**config.mk**
```make
export PLATFORM = sky130hd
export DESIGN_NAME = ping_pong_ctrl
export DESIGN_NICKNAME = d
export VERILOG_FILES = /design/src/rtl/ping_pong_pkg.sv /design/src/rtl/bcd_limit_check.sv /design/src/rtl/ping_pong_ctrl.sv
export SDC_FILE = /design/constraint.sdc
export NUM_CORES = 1
export LEC_CHECK = 0
export CORE_MARGIN = 5
export CORE_UTILIZATION = 50
export CTS_CLUSTER_DIAMETER = 30
export DETAILED_ROUTE_END_ITERATION = 10
export MAX_ROUTING_LAYER = met4
export PLACE_DENSITY = 0.84
export SYNTH_ARGS = -nofsm -noshare
export SYNTH_HDL_FRONTEND = slang
export SYNTH_SLANG_ARGS = --single-unit
```
**constraint.sdc**
```tcl
create_clock -name clk -period 3.2 [get_ports clk]
set_input_delay 0.96 -clock clk [delete_from_list [all_inputs] [get_ports clk]]
set_output_delay 0.96 -clock clk [all_outputs]
set_load 0.03 [all_outputs]
```
**src/rtl/ping_pong_pkg.sv**
```systemverilog
// ping_pong_pkg: shared state encoding and constants for the ping-pong BCD counter sequencer
package ping_pong_pkg;

    typedef enum logic [2:0] {
        IDLE  = 3'd0,
        CLEAR = 3'd1,
        UP    = 3'd2,
        DOWN  = 3'd3,
        DONE  = 3'd4
    } state_e;

    localparam logic [3:0] BCD_MAX  = 4'd9;
    localparam logic       DIR_UP   = 1'b1;
    localparam logic       DIR_DOWN = 1'b0;

endpackage

```
**src/rtl/bcd_limit_check.sv**
```systemverilog
// bcd_limit_check: validates a two-digit BCD limit and a round count for a job request
module bcd_limit_check
    import ping_pong_pkg::*;
#(
    parameter int ROUND_W = 8
) (
    input  logic [3:0]         u1,
    input  logic [3:0]         u0,
    input  logic [ROUND_W-1:0] rounds,
    output logic               valid,
    output logic               is_zero
);

    // Well-formed means both digits decimal and at least one round; a zero limit is flagged separately
    always_comb begin
        valid   = (u1 <= BCD_MAX) && (u0 <= BCD_MAX) && (rounds != '0);
        is_zero = (u1 == 4'd0) && (u0 == 4'd0);
    end

endmodule

```
**src/rtl/ping_pong_ctrl.sv**
```systemverilog
// ping_pong_ctrl: steers an external BCD up/down counter to bounce 00 -> limit -> 00 for a requested number of rounds
module ping_pong_ctrl
    import ping_pong_pkg::*;
#(
    parameter int ROUND_W = 8
) (
    input  logic               clk,
    input  logic               rst,
    input  logic               cfg_valid,
    output logic               cfg_ready,
    input  logic [3:0]         cfg_u1,
    input  logic [3:0]         cfg_u0,
    input  logic [ROUND_W-1:0] cfg_rounds,
    input  logic               pause,
    input  logic               abort,
    input  logic [3:0]         cnt_d1,
    input  logic [3:0]         cnt_d0,
    output logic               cnt_clr,
    output logic               cnt_en,
    output logic               cnt_dir,
    output logic [3:0]         lim_u1,
    output logic [3:0]         lim_u0,
    output logic               busy,
    output logic [ROUND_W-1:0] rounds_done,
    output logic               done,
    output logic               err
);

    state_e               state_q, state_d;
    logic [3:0]           lim_u1_q, lim_u1_d;
    logic [3:0]           lim_u0_q, lim_u0_d;
    logic [ROUND_W-1:0]   rounds_q, rounds_d;
    logic [ROUND_W-1:0]   rounds_done_q, rounds_done_d;
    logic                 err_q, err_d;

    logic                 cfg_valid_fmt;
    logic                 cfg_zero;
    logic                 accept;
    logic                 cfg_ok;
    logic                 running;
    logic                 turn;
    logic                 advance;
    logic [ROUND_W-1:0]   rounds_inc;

    bcd_limit_check #(
        .ROUND_W (ROUND_W)
    ) u_check (
        .u1      (cfg_u1),
        .u0      (cfg_u0),
        .rounds  (cfg_rounds),
        .valid   (cfg_valid_fmt),
        .is_zero (cfg_zero)
    );

    // Turnaround detection on raw BCD digits; out-of-range digits never match the limit or 00
    always_comb begin
        accept     = cfg_valid && cfg_ready;
        cfg_ok     = cfg_valid_fmt && !cfg_zero;
        running    = (state_q == UP) || (state_q == DOWN);
        turn       = ((state_q == UP) && (cnt_d1 == lim_u1_q) && (cnt_d0 == lim_u0_q)) ||
                     ((state_q == DOWN) && (cnt_d1 == 4'd0) && (cnt_d0 == 4'd0));
        advance    = turn && !pause && !abort;
        rounds_inc = rounds_done_q + 1'b1;
    end

    // State register
    always_ff @(posedge clk or posedge rst) begin
        if (rst) begin
            state_q <= IDLE;
        end else begin
            state_q <= state_d;
        end
    end

    // Next state: abort beats pause, pause beats a turnaround
    always_comb begin
        state_d = state_q;
        case (state_q)
            IDLE:    state_d = (accept && cfg_ok) ? CLEAR : IDLE;
            CLEAR:   state_d = abort ? IDLE : UP;
            UP:      state_d = abort ? IDLE : (advance ? DOWN : UP);
            DOWN:    state_d = abort ? IDLE :
                               !advance ? DOWN :
                               (rounds_inc == rounds_q) ? DONE : UP;
            DONE:    state_d = IDLE;
            default: state_d = IDLE;
        endcase
    end

    // Outputs decoded from the current state; cfg_ready drops with rst without waiting for a clock
    always_comb begin
        cfg_ready = (state_q == IDLE) && !rst;
        cnt_clr   = state_q == CLEAR;
        cnt_en    = running && !pause && !abort && !turn;
        cnt_dir   = (state_q == DOWN) ? DIR_DOWN : DIR_UP;
        busy      = state_q != IDLE;
        done      = state_q == DONE;
    end

    // Job latches, round counter and the reject pulse
    always_comb begin
        lim_u1_d      = lim_u1_q;
        lim_u0_d      = lim_u0_q;
        rounds_d      = rounds_q;
        rounds_done_d = rounds_done_q;
        err_d         = accept && !cfg_ok;
        if (accept && cfg_ok) begin
            lim_u1_d      = cfg_u1;
            lim_u0_d      = cfg_u0;
            rounds_d      = cfg_rounds;
            rounds_done_d = '0;
        end else if ((state_q == DOWN) && advance) begin
            rounds_done_d = rounds_inc;
        end
    end

    // Job register bank
    always_ff @(posedge clk or posedge rst) begin
        if (rst) begin
            lim_u1_q      <= 4'd0;
            lim_u0_q      <= 4'd0;
            rounds_q      <= '0;
            rounds_done_q <= '0;
            err_q         <= 1'b0;
        end else begin
            lim_u1_q      <= lim_u1_d;
            lim_u0_q      <= lim_u0_d;
            rounds_q      <= rounds_d;
            rounds_done_q <= rounds_done_d;
            err_q         <= err_d;
        end
    end

    assign lim_u1      = lim_u1_q;
    assign lim_u0      = lim_u0_q;
    assign rounds_done = rounds_done_q;
    assign err         = err_q;

endmodule

```
; After elaboration in Yosys (flattened, before gate mapping)
; Cells that the tools add are included.
[op_classes]
add_sub_neg = 1
reduce_logical = 34
n_eq_ne = 7
magnitude_cmp = 2
n_mux = 11
[ops]
columns = operator, n
row1 = 1-bit logical AND, 18
row2 = 4-bit logical NOT, 4
row3 = 8-bit two-way mux, 2
row4 = 3-bit case mux with 4 select lines, 1
row5 = 3-bit two-way mux, 3
row6 = 8-bit by 1-bit adder with 8-bit output (second input constant), 1
row7 = 4-bit equality test, 2
row8 = 8-bit equality test, 1
row9 = 4-bit <= comparator (second input constant), 2
row10 = 8-bit nonzero test, 1
row11 = 3-bit by 2-bit equality test with 1-bit output (second input constant), 2
row12 = 1-bit logical NOT, 6
row13 = 2-bit two-way mux, 2
row14 = 3-bit by 1-bit equality test with 1-bit output (second input constant), 1
row15 = 3-bit equality test (second input constant), 1
row16 = 3-bit logical NOT, 1
row17 = 1-bit two-way mux, 3
row18 = 3-bit nonzero test, 1
row19 = 1-bit logical OR, 2
row20 = 2-bit nonzero test, 1
[word_totals]
ff_bits = 28
out_inout_bits = 23
elab_cells = 61
input_bits = 29

; Depth between registers and ports, before layout
[logic_depth]
depth_word = 9
depth_mapped = 7
depth_no_buf = 6

; Cells and area by module
; From an unflattened synthesis, not the netlist that was laid out.
[hier_totals]
cells_unflattened = 191
hier_area_um2 = 1612.8
[modules_own_cells]
columns = module, cells_per_inst, n_inst, area_each_um2, seq_area_each_um2
row1 = ping_pong_ctrl, 184, 1, 1557.7, 700.7
row2 = bcd_limit_check, 7, 1, 55.1, 0.0

; Least setup slack after synthesis
; OpenSTA, ideal clock, no wires.
[synth_path]
kind = input -> output
start = in cnt_d0[3]
end = out cnt_en
n_path_buf = 0
required_time_ps = 2240
setup_slack_ps = -761
stages = 5
arrival_ps = 3001
cell_sequence = xor2_1 -> nor4_1 -> nand3_1 -> inv_1 -> a2111oi_0
[synth_between]
elab_chain_len = 5
word_cells_on_any_way = 7
classes_between = eq/ne: 1 / reduce/logical: 6
[synth_rtl]
columns = element, line_no
row1 = start: declaration, ping_pong_ctrl.sv:17  ; input logic [3:0] cnt_d0,
row2 = 4-bit equality test or 4-bit logical NOT (tied branches), "ping_pong_ctrl.sv:60, ping_pong_ctrl.sv:61"
row3 = 1-bit logical AND (on tied branches), "ping_pong_ctrl.sv:60, ping_pong_ctrl.sv:61"
row4 = 1-bit logical OR (*), ping_pong_ctrl.sv:60  ; turn = ((state_q == UP) && (cnt_d1 == lim_u1_q) && (cnt_d0 == lim_u0_q)) ||
row5 = 1-bit logical NOT (*), ping_pong_ctrl.sv:94  ; cnt_en = running && !pause && !abort && !turn;
row6 = 1-bit logical AND (*), ping_pong_ctrl.sv:94
row7 = end: declaration, ping_pong_ctrl.sv:19  ; output logic cnt_en,
; Mark *: on every way between the ends. The rest lies on a longest branch, timed or not.

; Worst setup path in the final report
[layout_path]
start = in cnt_d1[3]
end = out cnt_en
[layout_between]
elab_chain_len = 6
word_cells_on_any_way = 9
classes_between = eq/ne: 1 / reduce/logical: 8
[layout_rtl]
columns = element, line_no
row1 = start: declaration, ping_pong_ctrl.sv:16  ; input logic [3:0] cnt_d1,
row2 = 4-bit equality test or 4-bit logical NOT (tied branches), "ping_pong_ctrl.sv:60, ping_pong_ctrl.sv:61"
row3 = 1-bit logical AND (on tied branches) (2 in series), "ping_pong_ctrl.sv:60, ping_pong_ctrl.sv:61"
row4 = 1-bit logical OR (*), ping_pong_ctrl.sv:60
row5 = 1-bit logical NOT (*), ping_pong_ctrl.sv:94
row6 = 1-bit logical AND (*), ping_pong_ctrl.sv:94
; Marks and branches as above.

==> flow_summary.yaml <==
final_layout:
  insertedDiodeCount: 0
  syn_to_final_growth_pct: 43.0
  fin_cells: 310
  drive_above_1_share_pct: 14.0
  nNetsFinal: 296
detailed_routing:
  detail_route.wl_per_cell_um: 14.9
  routed_wl_um: 4620
  dr.pass1.iters: 4
  drc: 0
  antenna_left: 0
  vias_per_cell: 5.41
  drt_iter0_drc: 130
  vias: 1678
power_and_ir_drop:
  leakagePower_uw: 0.00108
  ir_drop_mv: 0.384
  powerDensity_nw_per_um2: 381
global_route:
  grt_start_max_net_pins: 29
  overflow: 0
  antenna_found_initial: 0
  grtUsageTotal_pct: 22.5
  grt_pass1_vias: 1665
  grt_pass1_wl_um: 7660
critical_path:
  crit_arrival_ns: 2.20
  crit_type: "in -> out"
  cp_max_fo: 2
  cpPeakStageDelay_ns: 0.55
  cpMaxStageDelayCell: "or4_4"
  cp-end-kind: "output pin"
  path_cells: "dlygate4sd2_1 -> or4_4 -> nor2_4 -> a2111oi_4 -> buf_4"
  required_ns: 2.24
  start_kind: "input port"
outcome:
  status: "complete, no violations"
place:
  gp_congestion: 0.859
  numPortBuffers: 51
  dpl.cell_count: 295
  hpwl_um: 3400
logic_synthesis:
  ys.flop_type: "dfrtp_1"
  synth-seq-cells: 28
  ys_seq_area_share_pct: 40.5
  synth_nets: 229
  yosysTopAreaCell: "dfrtp_1"
  netlist_area_sq_um: 1730
  synth.distinct_cells: 40
  avgSynthCellArea_sq_um: 8.70
  synth.area.top_cells: "dfrtp_1 (40%), nand2_1 (13%), xor2_1 (6.1%), or4_1 (3.5%), nand3_1 (3.2%)"
  yosysWarnings: 0
  syn_inst: 199
  synth-edff-count: 0
  ys_async_sr_fraction_pct: 100
  yosysTopAreaCellShare_pct: 40.5
floorplan:
  dieArea_sq_um: 4740
  pin_count: 52
  die_y_um: 68.8
  initial_utilization_pct: 51.9
  row_count: 21
  die_w_um: 68.8
  coreArea_sq_um: 3340
sta:
  hold_violations: 0
  finalCriticalPeriod_ns: 3.16
  fin_skew_ns: 0.00539
  tns_ns: 0
  worstMarginPinSlew_ns: 1.21
  period_share_pct: 98.6
  max_freq_mhz: 317
  slew_viol_final: 0
  rsz0062_at_grt: "no"
  setup_viol: 0
  maxSlewHeadroom_pct: 18.9
cts:
  insertion_delay_ns: 0.34
  cts_sinks: 28
  ctsHoldBuffers: 0
  cts_tree: "built"
  clock-root-buffer: "clkbuf_4"
  htreeDepth: 1
  cts_made_buffers: 3
  clk_path_buf_depth: 2
  clkTransAtPathRegs_ns: 0.15
worst_hold_path:
  hold_path.class: "reg -> reg"
job:
  maxCapViolCount: 0
[area by class of cell]
cell class	instances	area, sq um
multi-input combinational	161	1030
fill	254	862
tap	46	57.6
timing repair buffer	69	652
inverter	3	11.3
sequential	28	701
clock buffer	3	22.5
[path summary, 6_finish.rpt]
check	startpoint	to	slack, ns	depth (start not counted)
setup / recovery	cnt_d1[3]	cnt_en	0.04	5
hold / removal	rounds_q[6]$_DFFE_PP0P_	rounds_q[6]$_DFFE_PP0P_	0.52	2
setup reg to reg	state_q[2]$_DFF_PP0_	state_q[1]$_DFF_PP0_	0.45	13
hold reg to reg	rounds_q[6]$_DFFE_PP0P_	rounds_q[6]$_DFFE_PP0P_	0.52	2
max in group asynchronous	rst	lim_u0[3]$_DFFE_PP0P_	1.88	3
min in group asynchronous	rst	rounds_done[6]$_DFFE_PP0P_	1.06	3
[state kept, by name, summed over array words and instances (netlist names)]
| name | count |
|---|---|
| lim_u0 | 4 |
| lim_u1 | 4 |
| err | 1 |
| rounds_q | 8 |
| rounds_done | 8 |
| state_q | 3 |
[per-layer routing]
layer	part of all wire [%]	vias to the layer above	track usage (%)
met5	0	-	-
met4	3.4	0	11.7
met3	5.1	13	2.76
met2	51	51	38.4
met1	41	776	25.8
li1	-	838	-
[cells in the mapped netlist (2+ instances only)]
library cell,number
or4_1,8
o211ai_1,2
nor4_1,5
xnor2_1,6
and3_1,3
nand3_1,11
dfrtp_1,28
nand4_1,4
nor3b_1,3
nor3_1,3
inv_1,3
o21ai_0,5
nand4b_1,2
or2_2,2
xor2_1,12
nand2_1,59
buf_2,4
clkbuf_1,3
or3_1,5
nor2b_1,2
mux2i_1,3
nor2_1,8
[placed cells by master, fill, tap and decap left out, types with 4 or more instances in the layout]
cell	netlist	layout
nand2_1	59	59
nand3_1	11	11
dfrtp_1	28	28
dlygate4sd2_1	0	5
o21ai_0	5	5
nor2_1	8	7
or4_1	8	7
xnor2_1	6	6
buf_4	0	19
xor2_1	12	12
nand4_1	4	4
clkdlybuf4s50_1	0	39
nor4_1	5	4
or3_1	5	5
[power by group]
| group | switching (uW) | internal [uW] |
|---|---|---|
| sequential | 49.0 | 406 |
| clock | 109 | 44.5 |
| combinational | 175 | 160 |
| total | 333 | 610 |
[kinds of logic (layout without fill, tap and decap cells)]
group	Yosys count	after routing	share of synthesized area [%]
and+or+nand+nor	122	122	36.3
DFF	28	28	40.5
xor gates and xnor gates	19	19	10.5
AOI/OAI and AO/OA	16	16	7.81
buffers and inverters	10	75	2.46
muxes	3	3	1.74
adders and majority gates	1	1	0.723
[metrics by stage]
step / hold slack [ns] / setup WS (ns) / total power (uW) / util [%] / area [sq um]
global route: 0.542 / 0.00567 / 995 / 74.2 / 2470
detailed placement: 0.487 / -0.217 / 777 / 69.7 / 2330
floorplan: 0.465 / 0.0116 / 637 / - / 1740
global placement: 0.481 / -0.172 / 769 / 69.7 / 2330
CTS: 0.522 / 0.0209 / 946 / 73.8 / 2460
finish: 0.518 / 0.0450 / 943 / 74.2 / 2470
[critical path: cells and delay by family]
kind                   cells  cell delay [ns]
and+or+nand+nor            2             0.71
AOI/OAI and AO/OA          1             0.08
buffers and inverters      2             0.44
[what timing repair did]
| item | in CTS | in global routing |
|---|---|---|
| pin swaps | 8 | 2 |
| setup buffers | 12 | 0 |
| setup endpoints to repair | 1 | 1 |
| gates resized for setup | 14 | 7 |
Note: power is estimated with default switching activity, not from simulation.
